$ cat src/rtl/fifo_uart_pkg.sv
`default_nettype none
// ============================================================================
//  Module   : fifo_uart_pkg
//  Purpose  : Shared types and constants for the FIFO-fed UART transmitter.
//  Revision : 1.0 - initial release
// ============================================================================
package fifo_uart_pkg;

   localparam int DATA_W = 8;

   // 3-bit state encoding of the transmit sequencer
   localparam logic [2:0] S_IDLE   = 3'd0;
   localparam logic [2:0] S_FETCH  = 3'd1;
   localparam logic [2:0] S_LOAD   = 3'd2;
   localparam logic [2:0] S_START  = 3'd3;
   localparam logic [2:0] S_DATA   = 3'd4;
   localparam logic [2:0] S_PARITY = 3'd5;
   localparam logic [2:0] S_STOP   = 3'd6;

   typedef enum logic [2:0] {
      ST_IDLE   = S_IDLE,
      ST_FETCH  = S_FETCH,
      ST_LOAD   = S_LOAD,
      ST_START  = S_START,
      ST_DATA   = S_DATA,
      ST_PARITY = S_PARITY,
      ST_STOP   = S_STOP
   } state_e;

   // Even parity: the bit that makes the total count of ones even
   function automatic logic even_parity(input logic [DATA_W-1:0] i_d);
      return ^i_d;
   endfunction

endpackage
`default_nettype wire

$ cat src/rtl/uart_baud_tick.sv
`default_nettype none
// ============================================================================
//  Module   : uart_baud_tick
//  Purpose  : Bit-period counter. Counts 0..CLKS_PER_BIT-1 and flags the last
//             cycle of each bit; held at zero while clr is high.
//  Revision : 1.0 - initial release
// ============================================================================
module uart_baud_tick #(
   parameter  int CLKS_PER_BIT = 16,
   localparam int CNT_W        = $clog2(CLKS_PER_BIT)
) (
   input  logic             clk,
   input  logic             rst,
   input  logic             clr,
   output logic             tick,
   output logic [CNT_W-1:0] count
);

   localparam logic [CNT_W-1:0] C_LAST = CNT_W'(CLKS_PER_BIT - 1);

   logic [CNT_W-1:0] r_count;
   logic             w_last;

   assign w_last = (r_count == C_LAST);
   assign tick   = w_last & ~clr;
   assign count  = r_count;

   // Free-running bit-period counter, wrapping at each bit boundary
   always_ff @(posedge clk or negedge rst) begin
      if (!rst) begin
         r_count <= '0;
      end else if (clr || w_last) begin
         r_count <= '0;
      end else begin
         r_count <= r_count + 1'b1;
      end
   end

endmodule
`default_nettype wire

$ cat src/rtl/fifo_uart_tx.sv
`default_nettype none
// ============================================================================
//  Module   : fifo_uart_tx
//  Purpose  : Drains bytes from a synchronous FIFO and sends each one as a
//             UART frame: start, 8 data bits LSB-first, optional even
//             parity, 1 or 2 stop bits. tx lags the sequencer state by one
//             cycle so that every line value comes straight from a flop.
//  Revision : 1.0 - initial release
// ============================================================================
module fifo_uart_tx
   import fifo_uart_pkg::*;
#(
   parameter int CLKS_PER_BIT = 16,
   parameter int PARITY_EN    = 0,
   parameter int STOP_BITS    = 1
) (
   input  logic              clk,
   input  logic              rst,
   input  logic              tx_en,
   input  logic              fifo_empty,
   input  logic [DATA_W-1:0] fifo_data,
   output logic              fifo_rd,
   output logic              tx,
   output logic              busy,
   output logic              tx_done
);

   localparam int               BAUD_W      = $clog2(CLKS_PER_BIT);
   localparam logic [BAUD_W-1:0] C_BAUD_LAST = BAUD_W'(CLKS_PER_BIT - 1);
   localparam logic [2:0]        C_STOP_LAST = 3'(STOP_BITS - 1);

   state_e            r_state;
   logic              r_tx;
   logic              r_fifo_rd;
   logic              r_busy;
   logic              r_tx_done;
   logic [2:0]        r_bit_cnt;
   logic [DATA_W-1:0] r_shift;
   logic              r_parity;

   logic              w_baud_clr;
   logic              w_tick;
   logic [BAUD_W-1:0] w_baud_count;
   logic              w_frame_end;

   // Hold the bit timer at zero until the start bit begins
   assign w_baud_clr  = (r_state == ST_IDLE) || (r_state == ST_FETCH) ||
                        (r_state == ST_LOAD);
   assign w_frame_end = (r_state == ST_STOP) && (r_bit_cnt == C_STOP_LAST) &&
                        (w_baud_count == C_BAUD_LAST);

   uart_baud_tick #(
      .CLKS_PER_BIT (CLKS_PER_BIT)
   ) u_baud (
      .clk   (clk),
      .rst   (rst),
      .clr   (w_baud_clr),
      .tick  (w_tick),
      .count (w_baud_count)
   );

   // Transmit sequencer with registered line, strobe and status outputs
   always_ff @(posedge clk or negedge rst) begin
      if (!rst) begin
         r_state   <= ST_IDLE;
         r_tx      <= 1'b1;
         r_fifo_rd <= 1'b0;
         r_busy    <= 1'b0;
         r_tx_done <= 1'b0;
         r_bit_cnt <= 3'd0;
         r_shift   <= '0;
         r_parity  <= 1'b0;
      end else begin
         r_fifo_rd <= 1'b0;
         r_tx_done <= 1'b0;
         case (r_state)
            ST_IDLE: begin
               r_tx <= 1'b1;
               if (tx_en && !fifo_empty) begin
                  r_state   <= ST_FETCH;
                  r_fifo_rd <= 1'b1;
                  r_busy    <= 1'b1;
               end
            end
            ST_FETCH: begin
               r_tx    <= 1'b1;
               r_state <= ST_LOAD;
            end
            // FIFO output is valid now, one cycle after the pop
            ST_LOAD: begin
               r_tx     <= 1'b1;
               r_shift  <= fifo_data;
               r_parity <= even_parity(fifo_data);
               r_state  <= ST_START;
            end
            ST_START: begin
               r_tx <= 1'b0;
               if (w_tick) begin
                  r_state <= ST_DATA;
               end
            end
            ST_DATA: begin
               r_tx <= r_shift[0];
               if (w_tick) begin
                  r_shift   <= r_shift >> 1;
                  r_bit_cnt <= r_bit_cnt + 3'd1;
                  if (r_bit_cnt == 3'd7) begin
                     r_state <= (PARITY_EN != 0) ? ST_PARITY : ST_STOP;
                  end
               end
            end
            ST_PARITY: begin
               r_tx <= r_parity;
               if (w_tick) begin
                  r_state <= ST_STOP;
               end
            end
            // Bit counter is reused to count stop bits; it is 0 on entry
            ST_STOP: begin
               r_tx <= 1'b1;
               if (w_frame_end) begin
                  r_state   <= ST_IDLE;
                  r_busy    <= 1'b0;
                  r_tx_done <= 1'b1;
                  r_bit_cnt <= 3'd0;
               end else if (w_tick) begin
                  r_bit_cnt <= r_bit_cnt + 3'd1;
               end
            end
            default: begin
               r_state <= ST_IDLE;
               r_tx    <= 1'b1;
               r_busy  <= 1'b0;
            end
         endcase
      end
   end

   assign tx      = r_tx;
   assign fifo_rd = r_fifo_rd;
   assign busy    = r_busy;
   assign tx_done = r_tx_done;

endmodule
`default_nettype wire

$ cat config.mk
export PLATFORM = sky130hd
export DESIGN_NAME = fifo_uart_tx
export DESIGN_NICKNAME = d
export VERILOG_FILES = /design/src/rtl/fifo_uart_pkg.sv /design/src/rtl/uart_baud_tick.sv /design/src/rtl/fifo_uart_tx.sv
export SDC_FILE = /design/constraint.sdc
export NUM_CORES = 1
export LEC_CHECK = 0
export ABC_AREA = 1
export CORE_MARGIN = 10
export CORE_UTILIZATION = 59
export DETAILED_ROUTE_END_ITERATION = 6
export GPL_TIMING_DRIVEN = 0
export PLACE_DENSITY_LB_ADDON = 0.2
export SLEW_MARGIN = 20
export SYNTH_ARGS = -nofsm -noshare
export SYNTH_HDL_FRONTEND = slang
export SYNTH_SLANG_ARGS = --single-unit
$ cat constraint.sdc
create_clock -name clk -period 3.55 [get_ports clk]
set_input_delay 0.71 -clock clk [delete_from_list [all_inputs] [get_ports clk]]
set_output_delay 0.71 -clock clk [all_outputs]
set_load 0.005 [all_outputs]
[Word-level counts from Yosys, hierarchy flattened]
Cells that the tools add are included.
Word-level totals
  latch bits: 0
  output and inout port bits: 4
  logic and storage cells: 65
  bits of input ports: 12
  memory bits (writable): 0
  memories kept: 0
  flip-flop bits (word level): 23
  ROM bits: 0
Cells by class
  equality and inequality tests: 14
  bitwise logic cells: 3
  divide/modulo/power cells: 0
  reductions and logical operators: 16
  $lt $le $gt $ge: 0
  $mul: 0
  shifts and indexed selects: 0
  add/sub/neg operators: 2
  multiplexer cells: 21
Operators by type and width (count)
  two-way mux 3 bit: 8
  one-hot mux 3 bit (7 select lines): 1
  one-hot mux 8 bit (2 select lines): 1
  == test 3 bit, second input constant: 4
  two-way mux 8 bit: 1
  != test 2 x 1 -> 1 bit, second input constant: 4
  XOR reduction 8 bit: 1
  == test 3 x 2 -> 1 bit, second input constant: 2
  logical NOT 3 bit: 2
  two-way mux 1 bit: 6
  one-hot mux 1 bit (3 select lines): 2
  one-hot mux 3 bit (2 select lines): 1
  AND reduction 6 bit: 1
  OR reduction 5 bit: 1
  adder 4 x 1 -> 4 bit, second input constant: 1
  == test 4 bit, second input constant: 1
  two-way mux 4 bit: 1
  != test 2 bit, second input constant: 2
  nonzero test 2 bit: 2
  adder 3 x 1 -> 3 bit, second input constant: 1
  == test 3 x 1 -> 1 bit, second input constant: 1
  logical AND 1 bit: 3
  logical OR 1 bit: 3
  AND reduction 3 bit: 1
  other kinds (4): 5

[Depth between registers and ports, before layout]
  depth after elaboration: 8
  mapped depth: 10
  gate-level depth less buffers: 10

[Modules after synthesis]
A second synthesis with hierarchy kept.
Second synthesis, totals
  cells, all modules: 188
  area, all modules: 1377.6 µm²
Modules (own cells, without submodules)
  fifo_uart_tx: sequential area each 476.7 µm², times used 1, area each 1183.6 µm², cells each 169
  uart_baud_tick: sequential area each 100.1 µm², times used 1, area each 193.9 µm², cells each 19

[Worst setup path before layout]
Ideal clock, no wire load.
  path type: input -> register
  from: input port tx_en
  to: register r_state[0]
  cell stages on the path: 7
  required time: 3.433 ns
  arrival time: 1.185 ns
  library setup time: 0.117 ns
  path buffers: 0
  slack: 2.248 ns
  path through: inv_1 -> nor2_1 -> nor2_1 -> nor2_4 -> nand3_2 -> nand2_1 -> nand2_1
On the way
  cells in the longest elaborated chain, start to end: 3
Ends and longest elaborated chain
  start, declared: line fifo_uart_tx.sv:19  | input logic tx_en,
  logical AND 1 bit: line fifo_uart_tx.sv:79  | if (tx_en && !fifo_empty) begin
  != test 2 x 1 -> 1 bit (no line)
  AND reduction 6 bit (no line)
  end signal, assigned: line fifo_uart_tx.sv:108  | r_state <= (PARITY_EN != 0) ? ST_PARITY : ST_STOP;
  end, declared: line fifo_uart_tx.sv:32  | state_e r_state;
No other way between the ends.
A chain may end at the register's enable or synchronous reset.

[Worst setup path in the final report]
  from: register r_tx, in the netlist tx
  to: output port tx
RTL lines
  start, declared: line fifo_uart_tx.sv:33  | logic r_tx;
  start signal, assigned: line fifo_uart_tx.sv:103  | r_tx <= r_shift[0];
  start signal, assigned: line fifo_uart_tx.sv:113  | r_tx <= r_parity;
  end, declared: line fifo_uart_tx.sv:23  | output logic tx,
No word-level cell between the ends.

==> impl_results.md <==
* Drt total wl at 2809 um
* Iter 0 DRT Violations at 152
* Finished Cell Area at 1629 um^2
* Fin crit share at 57.51%
* Maximum VDD drop at 381.2 uV
* Port Buf Inserts at 15
* Inst Count DP at 225
* WL/cell at 12.27 um
* Hold buffers post-CTS at 0
* Final ANT Viol Nets at 0
* Adder-cell share of the synthesized area at 3.527%
* IO Pins at 16
* P&R area growth vs syn at 14.81%
* Synth Area in XOR/XNOR at 2.469%
* Reg area at 576.8 um^2
* Min Clock Period, post-route at 2.042 ns
* Synth Warn # at 0
* Multi-input gate area at 691.9 um^2
* Total track usage at 11.49%
* Max-cap viol count at 0
* Share of cells above drive strength 1 at 17.91%
* Unique cell type count in the Yosys netlist at 28
* GPL Wtd Cong at 0.7827
* Status: finished clean
* H-tree levels at 1
* Die width at 69.04 um
* Wire length on met1 at 1304 um
* Die area at 4767 um^2
* Fin. Hold Viols at 0
* Leak pwr at 0.8796 nW
* DRC violations left at 0
* Syn_nets at 198
* Unrepaired setup endpoints after global routing: false
* PD cells at 543.5 nW/um^2
* Util after Layout at 72.25%
* Simple-Gate Fraction of Synth Area at 33.42%
* Slew Viols, Final at 0
* Synth top area share at 38.80%
* Critical-path top delay cell: dfstp_2
* Final HPWL DP at 2236 um
* Critical path startpoint category: register
* Crit Path Max Fanout at 1
* Initial antenna violation count at 0
* Ranking of synthesized cells by area: dfrtp_1, nand2_1, inv_1
* Buf/Inv on CP at 1
* WP data arrival at 1.33 ns
* Deepest clock path buffer count at 2
* Effective utilization at floorplan at 62.93%
* Die Ht at 69.04 um
* Avg Inst Size Synth at 7.796 um^2
* Met3 WL at 81 um
* Setup violations, final at 0
* Root buf cell: clkbuf_4
* Slew headroom at 66.27%
* Mux cell area share after synthesis at 0%
* Vias after detailed routing at 1152
* Mapped Cells at 182
* Max layer used: met4
* Worst Path Required at 2.84 ns
* CORE AREA at 2255 um^2
* Post-CTS Resized at 0
* Final non-filler cell total at 229
* Post-Place Setup Slack at 1.599 ns
* Max incr delay on CP at 0.53 ns
* Antenna Cells at 0
* #FFs+latches synth at 23
* Vias per inst at 5.031
* Largest net degree at the start of global routing at 24
* Final net count at 218
* Num rows at 17
* Fin Setup TNS at 0 ns
* Crit end category: output pin
* Clock skew at 0.004023 ns
* First-pass GRT wire length at 4788 um
* Clk sink count at 23
* Synth Area in Compound Gates at 9.347%
* Largest family of logic cells by synthesized area: simple AND/OR/NAND/NOR gates
* CTS tree: done
* Setup ws final at 1.509 ns
* TritonRoute pass-1 iters at 4
* Worst-path clk slew at 0.13 ns
* Vias in the first global route at 1125
* Top delay family on crit path: flip-flops
* Skew-Pair Late Insertion Delay at 0.31 ns
* Fmax at 489.8 MHz
* Register area share after synthesis at 40.65%
* Total global routing overflow at 0
* Cell Area, Synth at 1419 um^2
* Post-synth top area cell: dfrtp_1
* CTS Buf Count at 3
* Met2 wire len at 1394 um
* Dpl cell area at 1604 um^2
* CP cell instances: clkdlybuf4s50_1
* Fillers at 166
* Setup Fix Bufs, Post-CTS at 0
* Worst min-delay path class: input pin to async pin
* Worst-margin pin slew at 0.5059 ns
* CP Class: register to output pin
cells in the final DEF (no fill, tap or decap), drive strengths merged:
master	count
a21oi	7
dfstp	1
o211ai	1
nor2	25
ha	4
xnor2	2
nand4	4
o221ai	1
nor3	2
o21ai	11
nand2	55
or2	1
xor2	2
inv	30
clkdlybuf4s50	14
dfrtp	22
nand3	11
clkinvlp	1
clkbuf	3
buf	4
flip-flops by register name, indices dropped and copies added, names as in the netlist:
register,cells
tx_done,1
u_baud.count,4
fifo_rd,1
r_parity,1
tx,1
r_shift,8
r_state,3
r_bit_cnt,3
busy,1
routing by layer:
| layer | GRT usage [%] | vias to the layer above |
|---|---|---|
| li1 | - | 605 |
| met1 | 13.93 | 533 |
| met2 | 19.05 | 10 |
| met3 | 2.710 | 4 |
| met4 | 4.213 | 0 |
| met5 | 0 | - |
per-stage QoR:
stage / hold slack (ns) / power, mW
after global placement: 0.4450 / 0.7420
after CTS: 0.4795 / 0.8938
after floorplan: 0.4144 / 0.6740
after global routing: 0.3619 / 0.9549
after detailed placement: 0.4612 / 0.7661
final: 0.3433 / 0.8854
layout make-up:
class                   count  area share [%]
flip-flops and latches     23           35.41
inverters                  30           7.066
plain buffers               3           2.151
repair buffers             15           8.909
well taps                  28           2.151
clock buffers               3           1.382
clock inverters             1          0.4608
multi-input cells         126           42.47
worst paths after layout:
| check | from | endpoint | slack, ns | cells after the start |
|---|---|---|---|---|
| worst max-delay path | tx | tx | 1.51 | 1 |
| worst max register to register | r_state[1] | r_shift[5] | 2.02 | 5 |
| worst min register to register | u_baud.count[0] | u_baud.count[0] | 0.48 | 1 |
| min in group clk | u_baud.count[0] | u_baud.count[0] | 0.48 | 1 |
| worst min-delay path | rst | r_state[0] | 0.34 | 1 |
| max in group asynchronous | rst | tx | 2.84 | 1 |
cell families (layout without fill, tap and decap cells):
| logic type | Yosys count | in the layout |
|---|---|---|
| compound gates | 20 | 20 |
| xor+xnor | 4 | 4 |
| fa+ha+maj | 4 | 4 |
| buf+inv | 33 | 52 |
| flops | 23 | 23 |
| simple gates | 98 | 98 |
synthesized netlist by cell type:
cell type  count
a21oi_1        1
a21oi_2        6
buf_12         1
buf_4          2
dfrtp_1       22
dfstp_2        1
ha_1           4
inv_1         27
inv_2          2
inv_4          1
nand2_1       49
nand2_2        3
nand2_4        3
nand3_1        7
nand3_2        4
nand4_1        4
nor2_1        19
nor2_2         4
nor2_4         2
nor3_1         2
o211ai_1       1
o21ai_0        6
o21ai_1        4
o21ai_2        1
o221ai_1       1
or2_4          1
xnor2_1        2
xor2_1         2
power by group:
part	total [mW]	switching [mW]	internal, mW	leakage, nW
Combinational	0.362	0.206	0.156	0.581
Sequential	0.401	0.0632	0.338	0.284
Clock	0.122	0.0795	0.0429	0.0139
(Power assumes the default switching activity.)
